## src/rtl/dct_ram_pkg.sv

```systemverilog
// Shared definitions for the 2D-DCT transpose buffer: default sizes, the
// bank-select type and the transposed-address helper.
package dct_ram_pkg;

    localparam int DCT_N_DEF      = 8;
    localparam int DCT_DATA_W_DEF = 16;

    // One bit selects which of the two ping-pong banks is addressed.
    typedef logic bank_sel_t;

    // Column-major read address for linear read index k in an n x n block:
    // row = k mod n becomes the high field, col = k div n the low field.
    // n is always an elaboration-time constant power of two.
    function automatic int xpose_addr(input int k, input int n);
        int row;
        int col;
        row = k % n;
        col = k / n;
        return (row * n) + col;
    endfunction

endpackage

```

## src/rtl/dct_ram_bank.sv

```systemverilog
// Simple dual-port RAM: synchronous write, synchronous read into an output
// register that holds its value unless a read is enabled. The array itself
// is never reset; only the read register clears on reset or i_clr.
module dct_ram_bank #(
    parameter int DATA_W = 16,
    parameter int AW     = 7
) (
    input  logic              clk,
    input  logic              rst_n,
    input  logic              i_clr,
    input  logic              i_we,
    input  logic [AW-1:0]     i_waddr,
    input  logic [DATA_W-1:0] i_wdata,
    input  logic              i_re,
    input  logic [AW-1:0]     i_raddr,
    output logic [DATA_W-1:0] o_rdata
);

    logic [DATA_W-1:0] r_mem [0:(1<<AW)-1];
    logic [DATA_W-1:0] r_rdata;

    // Write port: store the word on every enabled clock edge.
    always_ff @(posedge clk) begin
        if (i_we) begin
            r_mem[i_waddr] <= i_wdata;
        end
    end

    // Read port: load the addressed word, otherwise hold for backpressure.
    always_ff @(posedge clk or negedge rst_n) begin
        if (!rst_n) begin
            r_rdata <= '0;
        end else if (i_clr) begin
            r_rdata <= '0;
        end else if (i_re) begin
            r_rdata <= r_mem[i_raddr];
        end
    end

    assign o_rdata = r_rdata;

endmodule

```

## src/rtl/dct_transpose_buffer.sv

```systemverilog
// N x N ping-pong transpose buffer between the row-DCT and column-DCT stages.
// Words arrive row-major into one bank while the other full bank drains
// column-major through a registered valid/ready output.
// Optional build macro: DCT_XPOSE_MODE_SEL_EN adds the xpose input, sampled at
// the first read of each block (1 = column-major, 0 = row-major passthrough).
//
// Handshake: a word moves on a port in any cycle where valid && ready at the
// rising edge. in_ready depends only on registered bank state; out_data and
// out_last hold stable while out_valid && !out_ready.
module dct_transpose_buffer
    import dct_ram_pkg::*;
#(
    parameter int DATA_W = DCT_DATA_W_DEF,
    parameter int N      = DCT_N_DEF
) (
    input  logic              clk,
    input  logic              clr_n,
    input  logic              flush,
    input  logic              in_valid,
    output logic              in_ready,
    input  logic [DATA_W-1:0] in_data,
    output logic              out_valid,
    input  logic              out_ready,
    output logic [DATA_W-1:0] out_data,
    output logic              out_last,
    output logic [1:0]        bank_full
`ifdef DCT_XPOSE_MODE_SEL_EN
    ,
    input  logic              xpose
`endif
);

    localparam int ADDR_W = 2 * $clog2(N);

    logic [ADDR_W-1:0] r_wr_ptr;
    logic [ADDR_W-1:0] r_rd_ptr;
    bank_sel_t         r_wr_bank;
    bank_sel_t         r_rd_bank;
    logic [1:0]        r_bank_full;
    logic              r_out_valid;
    logic              r_out_last;

    logic              w_in_ready;
    logic              w_wr_acc;
    logic              w_wr_done;
    logic              w_rd_ld;
    logic              w_rd_done;
    logic [1:0]        w_bank_full_nxt;
    logic [ADDR_W-1:0] w_xp_addr;
    logic [ADDR_W-1:0] w_rd_addr;
    logic              w_ram_we;
    logic              w_ram_re;

    assign w_in_ready = !r_bank_full[r_wr_bank];
    assign w_wr_acc   = in_valid && w_in_ready;
    assign w_wr_done  = w_wr_acc && (&r_wr_ptr);
    assign w_rd_ld    = r_bank_full[r_rd_bank] && (!r_out_valid || out_ready);
    assign w_rd_done  = w_rd_ld && (&r_rd_ptr);
    assign w_xp_addr  = ADDR_W'(xpose_addr(int'(r_rd_ptr), N));

`ifdef DCT_XPOSE_MODE_SEL_EN
    logic r_xpose;
    logic w_xpose_sel;

    // The first read of a block uses the live input; later reads use the latch.
    assign w_xpose_sel = (r_rd_ptr == '0) ? xpose : r_xpose;
    assign w_rd_addr   = w_xpose_sel ? w_xp_addr : r_rd_ptr;

    // Latch the read mode at the first load of each block.
    always_ff @(posedge clk or negedge clr_n) begin
        if (!clr_n) begin
            r_xpose <= 1'b1;
        end else if (flush) begin
            r_xpose <= 1'b1;
        end else if (w_rd_ld && (r_rd_ptr == '0)) begin
            r_xpose <= xpose;
        end
    end
`else
    assign w_rd_addr = w_xp_addr;
`endif

    // A completing write and a completing read always target different banks.
    always_comb begin
        w_bank_full_nxt = r_bank_full;
        if (w_wr_done) begin
            w_bank_full_nxt[r_wr_bank] = 1'b1;
        end
        if (w_rd_done) begin
            w_bank_full_nxt[r_rd_bank] = 1'b0;
        end
    end

    // Pointer, bank and output-flag state; flush behaves like reset at the edge.
    always_ff @(posedge clk or negedge clr_n) begin
        if (!clr_n) begin
            r_wr_ptr    <= '0;
            r_rd_ptr    <= '0;
            r_wr_bank   <= 1'b0;
            r_rd_bank   <= 1'b0;
            r_bank_full <= 2'b00;
            r_out_valid <= 1'b0;
            r_out_last  <= 1'b0;
        end else if (flush) begin
            r_wr_ptr    <= '0;
            r_rd_ptr    <= '0;
            r_wr_bank   <= 1'b0;
            r_rd_bank   <= 1'b0;
            r_bank_full <= 2'b00;
            r_out_valid <= 1'b0;
            r_out_last  <= 1'b0;
        end else begin
            r_bank_full <= w_bank_full_nxt;
            if (w_wr_acc) begin
                r_wr_ptr <= r_wr_ptr + 1'b1;
                if (w_wr_done) begin
                    r_wr_bank <= ~r_wr_bank;
                end
            end
            if (w_rd_ld) begin
                r_rd_ptr    <= r_rd_ptr + 1'b1;
                r_out_valid <= 1'b1;
                r_out_last  <= &r_rd_ptr;
                if (w_rd_done) begin
                    r_rd_bank <= ~r_rd_bank;
                end
            end else if (out_ready) begin
                r_out_valid <= 1'b0;
                r_out_last  <= 1'b0;
            end
        end
    end

    assign w_ram_we = w_wr_acc && !flush;
    assign w_ram_re = w_rd_ld && !flush;

    // Both banks live in one array; the bank bit is the address MSB.
    dct_ram_bank #(
        .DATA_W (DATA_W),
        .AW     (ADDR_W + 1)
    ) u_ram (
        .clk     (clk),
        .rst_n   (clr_n),
        .i_clr   (flush),
        .i_we    (w_ram_we),
        .i_waddr ({r_wr_bank, r_wr_ptr}),
        .i_wdata (in_data),
        .i_re    (w_ram_re),
        .i_raddr ({r_rd_bank, w_rd_addr}),
        .o_rdata (out_data)
    );

    assign in_ready  = w_in_ready;
    assign out_valid = r_out_valid;
    assign out_last  = r_out_last;
    assign bank_full = r_bank_full;

endmodule

```

## config.mk

```make
export PLATFORM = sky130hd
export DESIGN_NAME = dct_transpose_buffer
export DESIGN_NICKNAME = d
export VERILOG_FILES = /design/src/rtl/dct_ram_pkg.sv /design/src/rtl/dct_ram_bank.sv /design/src/rtl/dct_transpose_buffer.sv
export SDC_FILE = /design/constraint.sdc
export NUM_CORES = 2
export LEC_CHECK = 0
export ABC_AREA = 1
export BUFFER_PORTS_ARGS = -buffer_cell sky130_fd_sc_hd__buf_2
export CORE_ASPECT_RATIO = 1.5
export CORE_UTILIZATION = 44
export CTS_CLUSTER_SIZE = 20
export DETAILED_ROUTE_END_ITERATION = 7
export SYNTH_ARGS = -nofsm -noshare
export SYNTH_HDL_FRONTEND = slang
export SYNTH_SLANG_ARGS = --single-unit
```

## constraint.sdc

```tcl
create_clock -name clk -period 3.5 [get_ports clk]
set_clock_uncertainty 0.1 [all_clocks]
set_input_delay 0.7 -clock clk [delete_from_list [all_inputs] [get_ports clk]]
set_output_delay 0.7 -clock clk [all_outputs]
set_load 0.005 [all_outputs]
```

==> run metrics <==
# Post-CTS Setup Buffers=0; wire per inst=23.2 um; total power=0.0483 W; final worst slack=315 ps; Routed Antenna Nets=0; chip width=363 um; grt total ovfl=0; Tcrit/Tclk final=91.0%; GPL Wtd Cong=0.885; Post-Syn Instances=7642; via count of the first global-routing pass=54.4k; RSZ-0062 raised after global routing=false; most common cell after layout, fill and taps aside=nand2_1; Synthesized Nets=7665; Yosys reg bits=2082; total internal power=0.0385 W; Setup-failing EPs final=0; CP Max Fanout=101; NumNets Final=7752; via count=57.0k; Synth Area per Inst=11.2 sq um; area of the core=194000 sq um; Worst EP required=4150 ps; htree depth=4; DP Cell Count=10.1k; Hold Crit Class=input pin to flip-flop; startpoint types=flip-flop; Net Switching=0.00979 W; num ports=42; max-slew violations=0; CTS tree=yes; switching portion of total power=20.3%; First DRT Iteration DRCs=6627; largest net degree at the start of global routing=136; combinational power share=2.3%; max cap viols=0; Max VDD drop=340 uV; # port buffers=41; Distinct cells, synth=28; yosys warns=0; global-route wire length before repair=356 mm; Residual DRC=0; CTS Sinks=2082; Initial Utilization=44.3%; Setup crit end kind=flip-flop; Final min period=3190 ps; critical path class=flip-flop to flip-flop; P per Cell Area=503 nW/um^2; vias per inst=5.44; setup tns final=0 ps; design area=96100 sq um; Area Overhead vs Synth=12.0%; HPWL Detailed=139 mm; Slew Limit Headroom=33.4%; final wirelength=242 mm; layout cell share with drive strength beyond 1=7.91%; CTS buffer count=188; GRT Overall Usage=24.3%; clk slew on worst S/H paths=70 ps; Die Ht=543 um; fin cells=10.5k; Worst-Margin Slew=1000 ps; pre-CTS WS=433 ps; Std-Cell Rows=198; CP Data Arrival Time=3840 ps; initial antenna violation count=2; Pre-antenna DRT Iters=8; fmax=314 MHz; status=finished, final reports clean; post-place instance area=90400 sq um; Fin. Hold Viols=0; clk_lat worst skew=830 ps; register area share after synthesis=72.6%; Die ar.=197000 sq um; static leakage=35.9 nW; clk buf depth=4; commonest cells after routing, fill and taps aside=2616 x nand2_1, 2048 x edfxtp_1, 1525 x nand3_1; Seq pwr share=56.7%; clock root cell=clkbuf_16; Clk pwr share=41.0%; Synth Cell Area=85800 sq um
state kept, by name, summed over array words and instances, names as in the netlist:
register       count
r_rd_bank          1
out_last           1
u_ram.r_mem     2048
bank_full          2
r_wr_bank          1
u_ram.o_rdata     16
out_valid          1
r_rd_ptr           6
r_wr_ptr           6
final timing paths:
check | from | slack [ps] | end | depth (start not counted)
worst max-delay path | r_rd_ptr[3] | 310 | u_ram.o_rdata[2] | 12
worst min-delay path | flush | 100 | bank_full[0] | 2
worst max register to register | r_rd_ptr[3] | 310 | u_ram.o_rdata[2] | 12
worst min register to register | u_ram.o_rdata[2] | 410 | u_ram.o_rdata[2] | 2
max in group asynchronous | clr_n | 2080 | r_rd_ptr[4] | 2
min in group asynchronous | clr_n | 530 | r_rd_ptr[5] | 2
metal layers:
metal	routed length (um)	vias to the layer above	share of wire, %	track usage [%]
met5	0	-	0	0
met4	12500	0	5.2	11.7
met3	16000	468	6.6	2.53
met2	118000	2273	49	40.6
met1	96100	27998	40	31.8
li1	-	26234	-	-
cell type report:
type | instances | area (sq um)
clock buffer | 241 | 5070
inverter | 415 | 1580
tap | 2600 | 3250
multi-input combinational | 4688 | 19800
sequential | 2082 | 62400
clock inverter | 81 | 649
timing repair buffer | 354 | 3380
antenna | 3 | 7.51
fill | 16865 | 97800
critical path, stage by stage, from the launching register on:
cell     delay (ps)
dfrtp_4         610
inv_8           350
buf_12          380
nand2_1         110
nand3_1         100
nand3_1         100
nand3_1         170
nand3_1         140
nand2_1         140
nand2_1         140
nand2_1         350
nand3_1         140
nand2_1          70
cells in the mapped netlist, drive strengths merged:
| cell | number | area share (%) |
|---|---|---|
| nand4 | 8 | 0.11 |
| nor2 | 374 | 1.6 |
| nand2 | 2617 | 11 |
| a21oi | 40 | 0.23 |
| o22ai | 2 | 0.015 |
| a211oi | 1 | 0.0087 |
| a31oi | 1 | 0.0073 |
| clkbuf | 104 | 0.45 |
| clkinv | 1 | 0.0044 |
| dfrtp | 34 | 0.99 |
| inv | 414 | 1.8 |
| o21ai | 112 | 0.65 |
| nor4 | 2 | 0.022 |
| xnor2 | 1 | 0.010 |
| nor3 | 3 | 0.017 |
| nand3 | 1525 | 8.9 |
| edfxtp | 2048 | 72 |
| ha | 2 | 0.029 |
| buf | 353 | 2.0 |
through the flow:
step           hold WS, ps  util, %
6_report               102     49.6
5_1_grt                114     49.6
4_1_cts               63.8     49.6
3_5_place_dp           395     46.6
3_3_place_gp           377     46.6
2_1_floorplan          304        -
power by group through the flow:
stage | logic (W) | clock network, W | registers, W
floorplan | 0.000236 | 0 | 0.0279
global placement | 0.00111 | 0 | 0.0279
detailed placement | 0.00112 | 0 | 0.0279
CTS | 0.00112 | 0.0200 | 0.0274
global route | 0.00117 | 0.0209 | 0.0274
finish | 0.00113 | 0.0198 | 0.0274
what timing repair did:
item	4_1_cts	5_1_grt
resized for setup	0	0
hold buffers	1	0
endpoints found under the hold margin	34	0
cells by family after synthesis:
logic type	synth area share [%]
fa+ha+maj	0.0291
simple gates	22.1
flops	72.6
compound gates	0.917
buf+inv	4.28
xor+xnor	0.0102
(Power assumes the default switching activity.)
